<file path="config.mk">
export PLATFORM = sky130hd
export DESIGN_NAME = hex_dump_formatter
export DESIGN_NICKNAME = d
export VERILOG_FILES = /design/src/rtl/hex_dump_pkg.sv /design/src/rtl/hex_dump_formatter.sv
export SDC_FILE = /design/constraint.sdc
export NUM_CORES = 1
export LEC_CHECK = 0
export ABC_CLOCK_PERIOD_IN_PS = 3000
export CORE_MARGIN = 5
export CORE_UTILIZATION = 53
export CTS_CLUSTER_DIAMETER = 50
export DETAILED_ROUTE_END_ITERATION = 10
export HOLD_SLACK_MARGIN = 0.1
export PLACE_DENSITY = 0.84
export SLEW_MARGIN = 20
export SYNTH_ARGS = -nofsm -noshare
export SYNTH_HDL_FRONTEND = slang
export SYNTH_SLANG_ARGS = --single-unit
</file>
<file path="constraint.sdc">
create_clock -name comm_clock -period 3 [get_ports comm_clock]
set_clock_uncertainty 0.15 [all_clocks]
set_input_delay 0.6 -clock comm_clock [delete_from_list [all_inputs] [get_ports comm_clock]]
set_output_delay 0.6 -clock comm_clock [all_outputs]
set_load 0.01 [all_outputs]
</file>
<file path="src/rtl/hex_dump_pkg.sv">
// Shared encoding and ASCII helpers for the hex dump formatter.
// HEX_DUMP_LINE_INDEX_EN adds the line-index prefix states.
package hex_dump_pkg;

  localparam logic [7:0] ASCII_SP    = 8'h20;
  localparam logic [7:0] ASCII_CR    = 8'h0D;
  localparam logic [7:0] ASCII_LF    = 8'h0A;
  localparam logic [7:0] ASCII_COLON = 8'h3A;

  typedef enum logic [3:0] {
    IDLE,
`ifdef HEX_DUMP_LINE_INDEX_EN
    PFX_HI,
    PFX_LO,
    PFX_COLON,
`endif
    HEX_HI,
    HEX_LO,
    SEP,
    CR,
    LF
  } state_e;

  function automatic logic [7:0] nib2ascii(input logic [3:0] n);
    return (n < 4'd10) ? (8'h30 + {4'h0, n}) : (8'h37 + {4'h0, n});
  endfunction

endpackage

</file>
<file path="src/rtl/hex_dump_formatter.sv">
// Turns a raw byte stream into uppercase hex text lines for a UART.
// Define HEX_DUMP_LINE_INDEX_EN to prefix every line with "NN:".
module hex_dump_formatter
  import hex_dump_pkg::*;
#(
  parameter int BYTES_PER_LINE = 4
) (
  input  logic       comm_clock,
  input  logic       reset,
  input  logic [7:0] in_data,
  input  logic       in_valid,
  input  logic       in_last,
  output logic       in_ready,
  output logic [7:0] out_data,
  output logic       out_valid,
  input  logic       out_ready
);

  localparam int CNT_W = (BYTES_PER_LINE > 1) ? $clog2(BYTES_PER_LINE) : 1;

  state_e           state, state_nxt;
  logic [7:0]       byte_q;
  logic             last_q;
  logic [CNT_W-1:0] byte_cnt;
  logic             accept, out_hs, line_end;
`ifdef HEX_DUMP_LINE_INDEX_EN
  logic [7:0]       line_idx;
`endif

  // Gating on reset keeps in_ready and out_valid low during the reset cycle itself.
  assign in_ready  = (state == IDLE) && !reset;
  assign out_valid = (state != IDLE) && !reset;
  assign accept    = in_valid && in_ready;
  assign out_hs    = out_valid && out_ready;
  assign line_end  = last_q || (byte_cnt == CNT_W'(BYTES_PER_LINE - 1));

  always_ff @(posedge comm_clock) begin
    if (reset) begin
      state    <= IDLE;
      byte_q   <= 8'h00;
      last_q   <= 1'b0;
      byte_cnt <= '0;
`ifdef HEX_DUMP_LINE_INDEX_EN
      line_idx <= 8'h00;
`endif
    end else begin
      state <= state_nxt;
      if (accept) begin
        byte_q <= in_data;
        last_q <= in_last;
      end
      if (out_hs && state == SEP)
        byte_cnt <= byte_cnt + 1'b1;
      if (out_hs && state == LF) begin
        byte_cnt <= '0;
`ifdef HEX_DUMP_LINE_INDEX_EN
        // End of dump restarts numbering; otherwise wrap naturally at 8 bits.
        line_idx <= last_q ? 8'h00 : line_idx + 8'h01;
`endif
      end
    end
  end

  always_comb begin
    state_nxt = state;
    out_data  = 8'h00;
    case (state)
      IDLE: begin
        if (accept) begin
`ifdef HEX_DUMP_LINE_INDEX_EN
          state_nxt = (byte_cnt == '0) ? PFX_HI : HEX_HI;
`else
          state_nxt = HEX_HI;
`endif
        end
      end
`ifdef HEX_DUMP_LINE_INDEX_EN
      PFX_HI: begin
        out_data = nib2ascii(line_idx[7:4]);
        if (out_hs) state_nxt = PFX_LO;
      end
      PFX_LO: begin
        out_data = nib2ascii(line_idx[3:0]);
        if (out_hs) state_nxt = PFX_COLON;
      end
      PFX_COLON: begin
        out_data = ASCII_COLON;
        if (out_hs) state_nxt = HEX_HI;
      end
`endif
      HEX_HI: begin
        out_data = nib2ascii(byte_q[7:4]);
        if (out_hs) state_nxt = HEX_LO;
      end
      HEX_LO: begin
        out_data = nib2ascii(byte_q[3:0]);
        if (out_hs) state_nxt = line_end ? CR : SEP;
      end
      SEP: begin
        out_data = ASCII_SP;
        if (out_hs) state_nxt = IDLE;
      end
      CR: begin
        out_data = ASCII_CR;
        if (out_hs) state_nxt = LF;
      end
      LF: begin
        out_data = ASCII_LF;
        if (out_hs) state_nxt = IDLE;
      end
      default: state_nxt = IDLE;
    endcase
    if (reset) out_data = 8'h00;
  end

endmodule

</file>
; After elaboration in Yosys (flattened, before gate mapping)
; Cells that the tools add are included.
[op_classes]
add_sub_neg = 5
order_cmp = 2
eq_ne = 11
muxes = 11
reduce_logical = 13
[op_table]
columns = cell, n
row1 = case mux 7 bit (5 select lines), 1
row2 = adder 6 x 4 -> 7 bit (first input constant), 4
row3 = 2-to-1 mux 4 bit, 5
row4 = case mux 4 bit (5 select lines), 1
row5 = 2-to-1 mux 7 bit, 2
row6 = equality test 4 x 2 -> 1 bit (second input constant), 2
row7 = equality test 4 x 3 -> 1 bit (second input constant), 2
row8 = < comparator 4 bit (second input constant), 2
row9 = 2-to-1 mux 8 bit, 1
row10 = inequality test 2 bit (second input constant), 4
row11 = logical AND 1 bit, 6
row12 = AND reduction 5 bit, 1
row13 = equality test 4 x 1 -> 1 bit (second input constant), 1
row14 = zero test 4 bit, 1
row15 = nonzero test 4 bit, 1
row16 = OR reduction 2 bit, 2
row17 = 2-to-1 mux 3 bit, 1
row18 = adder 2 x 1 -> 2 bit (second input constant), 1
row19 = equality test 2 bit (second input constant), 1
row20 = inequality test 2 x 1 -> 1 bit (second input constant), 1
row21 = zero test 1 bit, 1
row22 = logical OR 1 bit, 1
[totals]
ff_bits = 15
inputBits = 13
output_inout_bits = 10
wordCells = 46

; Longest topological paths before layout
[logic_depth]
depth_word = 5
ltp_mapped = 6
ltp_nobuf = 6

; Least setup slack after synthesis
; No wires, ideal clock.
[synth_timing]
kind = register -> output
start = register state[1]
end = output out_data[4]
arrival_time_ns = 1.341
required_ns = 2.250
path_slack_ns = 0.909
path_stages_with_launch = 6
n_path_buf = 1
cell_sequence = dfxtp_1 buf_2 inv_1 ha_1 o21ai_0 nor2_1
[synth_between]
elab_chain_cells = 3
word_cells_on_any_way = 7
cone_classes = 5 x eq/ne / 2 x mux
[synth_lines]
columns = item, line_no
row1 = "start, declared", hex_dump_formatter.sv:21  ; state_e state, state_nxt;
row2 = "start signal, assigned", hex_dump_formatter.sv:47  ; state <= state_nxt;
row3 = "equality test 4 x 3 -> 1 bit, or another cell as far along", hex_dump_formatter.sv:67  ; case (state)
row4 = case mux 7 bit (5 select lines) *, hex_dump_formatter.sv:67
row5 = 2-to-1 mux 8 bit *, hex_dump_formatter.sv:113  ; if (reset) out_data = 8'h00;
row6 = "end, declared", hex_dump_formatter.sv:14  ; output logic [7:0] out_data,
; Mark *: on every way between the ends. The rest lies on a longest branch, timed or not.

; Worst setup path after layout
[layout_timing]
start = register state[1]
end = output out_data[2]
; Same word-level chain as after synthesis.

==> metrics <==
status finished clean; Die Wd 53.60 um; largest net degree at the start of global routing 15; CTS buffer count 3; DRT Wirelength between 2 and 3 mm; Routed Antenna Nets 0; port buffer count 21; postcts setup bufs 0; # diodes 0; WS Path Type flop to output port; Worst setup SP type flop; syn avg cell area roughly 7.3 um2; FP Rows 15; final setup vio count 0; # H-tree levels 1; Clock Pin Slew Worst Setup and Hold Paths ~90 ps; Max Cap Viol 0; #FFs+latches synth 14; worst r2r src state[2]$_SDFFE_PP0P_; WHS between 300 and 400 ps; initial antenna violation count 0; min-delay worst type flop to flop; Place WS approximately 220 ps; Post-Syn Area slightly above 1000 um2; Clock Latency Late Sink slightly below 300 ps; CTS tree yes; peak supply drop around 310 uV; vias approximately 1.0k; part of the Yosys area used for sequential elements between 20% and 30%; Setup crit start state[1]$_SDFFE_PP0P_; Max Slew Vio Count 0; DRT Pass-1 Iters 4; drt wl/cell between 10 and 15 um; 1st-iter DRT viols 40; Sum Neg Setup Slack 0 ps; final worst path period share 94.05%; Area growth syn-to-layout 26.96%; Netlist cell types 35; Warnings, synthesis 0; Worst EP required 2250 ps; clock tree root driver cell clkbuf_4; Hold Vio Cnt, Final 0; vias per cell about 5.6; power density over the cells about 550 nW/um2; unrepaired setup endpoints after global routing no; Clock Tree Buf Depth 2; crit path time final roughly 2800 ps; DIE HEIGHT roughly 54 um; flop2flop setup slack around 1400 ps; R2R cell count 5; FF-to-FF End byte_q[4]$_SDFFE_PP0P_; Worst Path Max Fanout 14; io pins 23; Mapped Cells 138; crit path to out_data[2]; GRT Util Overall a little over 20%; CTS Sinks 14; leakage between 0.0004 and 0.0005 uW; Core ar. 1764 um2; Initial Util between 50% and 60%; vias in the first global route 977; first-pass GRT wire length between 4 and 5 mm; Mapped Nets between 150 and 200; detailed placer's ending HPWL about 2.0 mm; Arr. time, crit path between 2000 and 2500 ps; Residual DRC 0; # fillers ~150; Final Wtd Congestion between 0.8 and 0.9; GRT Residual Overflow 0; die area between 2000 and 3000 um2; Layout Nets roughly 180; final worst slack roughly 180 ps; Fmax achieved 354.4 MHz; ratio of cells with drive above 1 in the final layout 7.547%; crit path capture type output port
-- cell usage after synthesis --
cell type  number  share of area (%)
inv_1           6                2.2
a32oi_1         1               0.87
o21ai_1         1               0.50
nor3_1          4                2.0
a22oi_1         2                1.5
and2b_1         1               0.75
o21ai_0        13                6.5
o311ai_0        1               0.87
a31oi_1         2                1.2
o31ai_1         6                4.5
dfxtp_1        14                 28
a21oi_1        10                5.0
nand3b_1        6                4.5
nor3b_1         1               0.75
o211ai_1        2                1.5
nand4b_1        2                1.7
and2_2          1               0.75
nand2b_1        3                1.9
nor2_1          9                3.4
a2111o_1        1                1.1
and2_1          3                1.9
nand3_1         1               0.50
buf_2           5                2.5
o21bai_1        1               0.75
nand2_1        24                8.9
xnor2_1         2                1.7
clkbuf_1        1               0.37
or2_1           1               0.62
ha_1            5                6.2
nor2b_1         3                1.9
conb_1          1               0.37
buf_4           2                1.5
and3_1          1               0.62
o32ai_1         1               0.87
nor4_4          1                2.1
-- power breakdown --
group | switching (uW) | internal (uW) | total (uW)
registers | 40.8 | 219 | 260
clock network | 64.8 | 73.9 | 139
logic | 169 | 142 | 311
-- registers in the layout, summed over array words and instances (netlist names) --
register and cells:
byte_cnt 2, byte_q 8, last_q 1, state 3
-- timing repair --
action | in CTS | in global routing
resized for setup | 1 | 4
cloned | 0 | 0
endpoints found under the setup margin | 7 | 5
hold buffers | 0 | 0
-- metal layers --
| layer | up-vias | track usage, % | part of all wire, % |
|---|---|---|---|
| met2 | 37 | 34.49 | 47 |
| li1 | 529 | - | - |
| met4 | 0 | 5.957 | 1.1 |
| met1 | 464 | 25.55 | 46 |
| met5 | - | 0 | 0 |
| met3 | 4 | 4.986 | 6.5 |
-- worst min path at each step --
| stage | endpoint | depth (start not counted) | startpoint |
|---|---|---|---|
| 5_1_grt | last_q$_SDFFE_PP0P_ | 2 | last_q$_SDFFE_PP0P_ |
| 2_1_floorplan | byte_q[4]$_SDFFE_PP0P_ | 2 | byte_q[4]$_SDFFE_PP0P_ |
| 4_1_cts | last_q$_SDFFE_PP0P_ | 2 | last_q$_SDFFE_PP0P_ |
| 6_report | last_q$_SDFFE_PP0P_ | 2 | last_q$_SDFFE_PP0P_ |
| 3_5_place_dp | last_q$_SDFFE_PP0P_ | 2 | last_q$_SDFFE_PP0P_ |
| 3_3_place_gp | byte_q[4]$_SDFFE_PP0P_ | 2 | byte_q[4]$_SDFFE_PP0P_ |
-- cells in the final DEF, fill, tap and decap left out, drive strengths merged, types with 3 or more instances in the layout --
master / instances
nor2: 9
dfxtp: 14
clkbuf: 4
and2: 4
nand2b: 3
nand2: 24
inv: 6
o31ai: 6
ha: 5
nor2b: 3
o21ai: 14
nor3: 4
clkdlybuf4s50: 20
a21oi: 10
buf: 4
nand3b: 6
-- critical path: stages (launching register included) --
cell and delay [ps]:
dfxtp_4 410, and2b_2 290, and2_1 220, o21bai_1 130, a31oi_1 170, clkdlybuf4s50_1 570
-- kinds of logic after synthesis --
group                      share of synthesized area (%)
buffers and inverters                              6.583
AOI/OAI and AO/OA                                  25.09
DFF                                                27.83
other                                             0.3723
xor gates and xnor gates                           1.739
adders and majority gates                          6.211
and+or+nand+nor                                    32.18
-- stage by stage --
step	std cells	total power, uW	cell area (um2)	util, %
floorplan	138	462.9	1007	-
global placement	180	552.1	1235	70.00
detailed placement	180	564.4	1235	70.00
CTS	184	704.5	1272	72.13
global route	184	763.6	1279	72.48
finish	184	709.4	1279	72.48
-- cell type report --
class	instances	area (um2)	area share [%]
well taps	25	31.28	2.446
inverters	6	22.52	1.761
clock buffers	4	36.28	2.838
flip-flops and latches	14	284.0	22.21
multi-input cells	110	661.9	51.76
repair buffers	25	242.7	18.98
No activity file was read; power rests on OpenSTA's default activity.
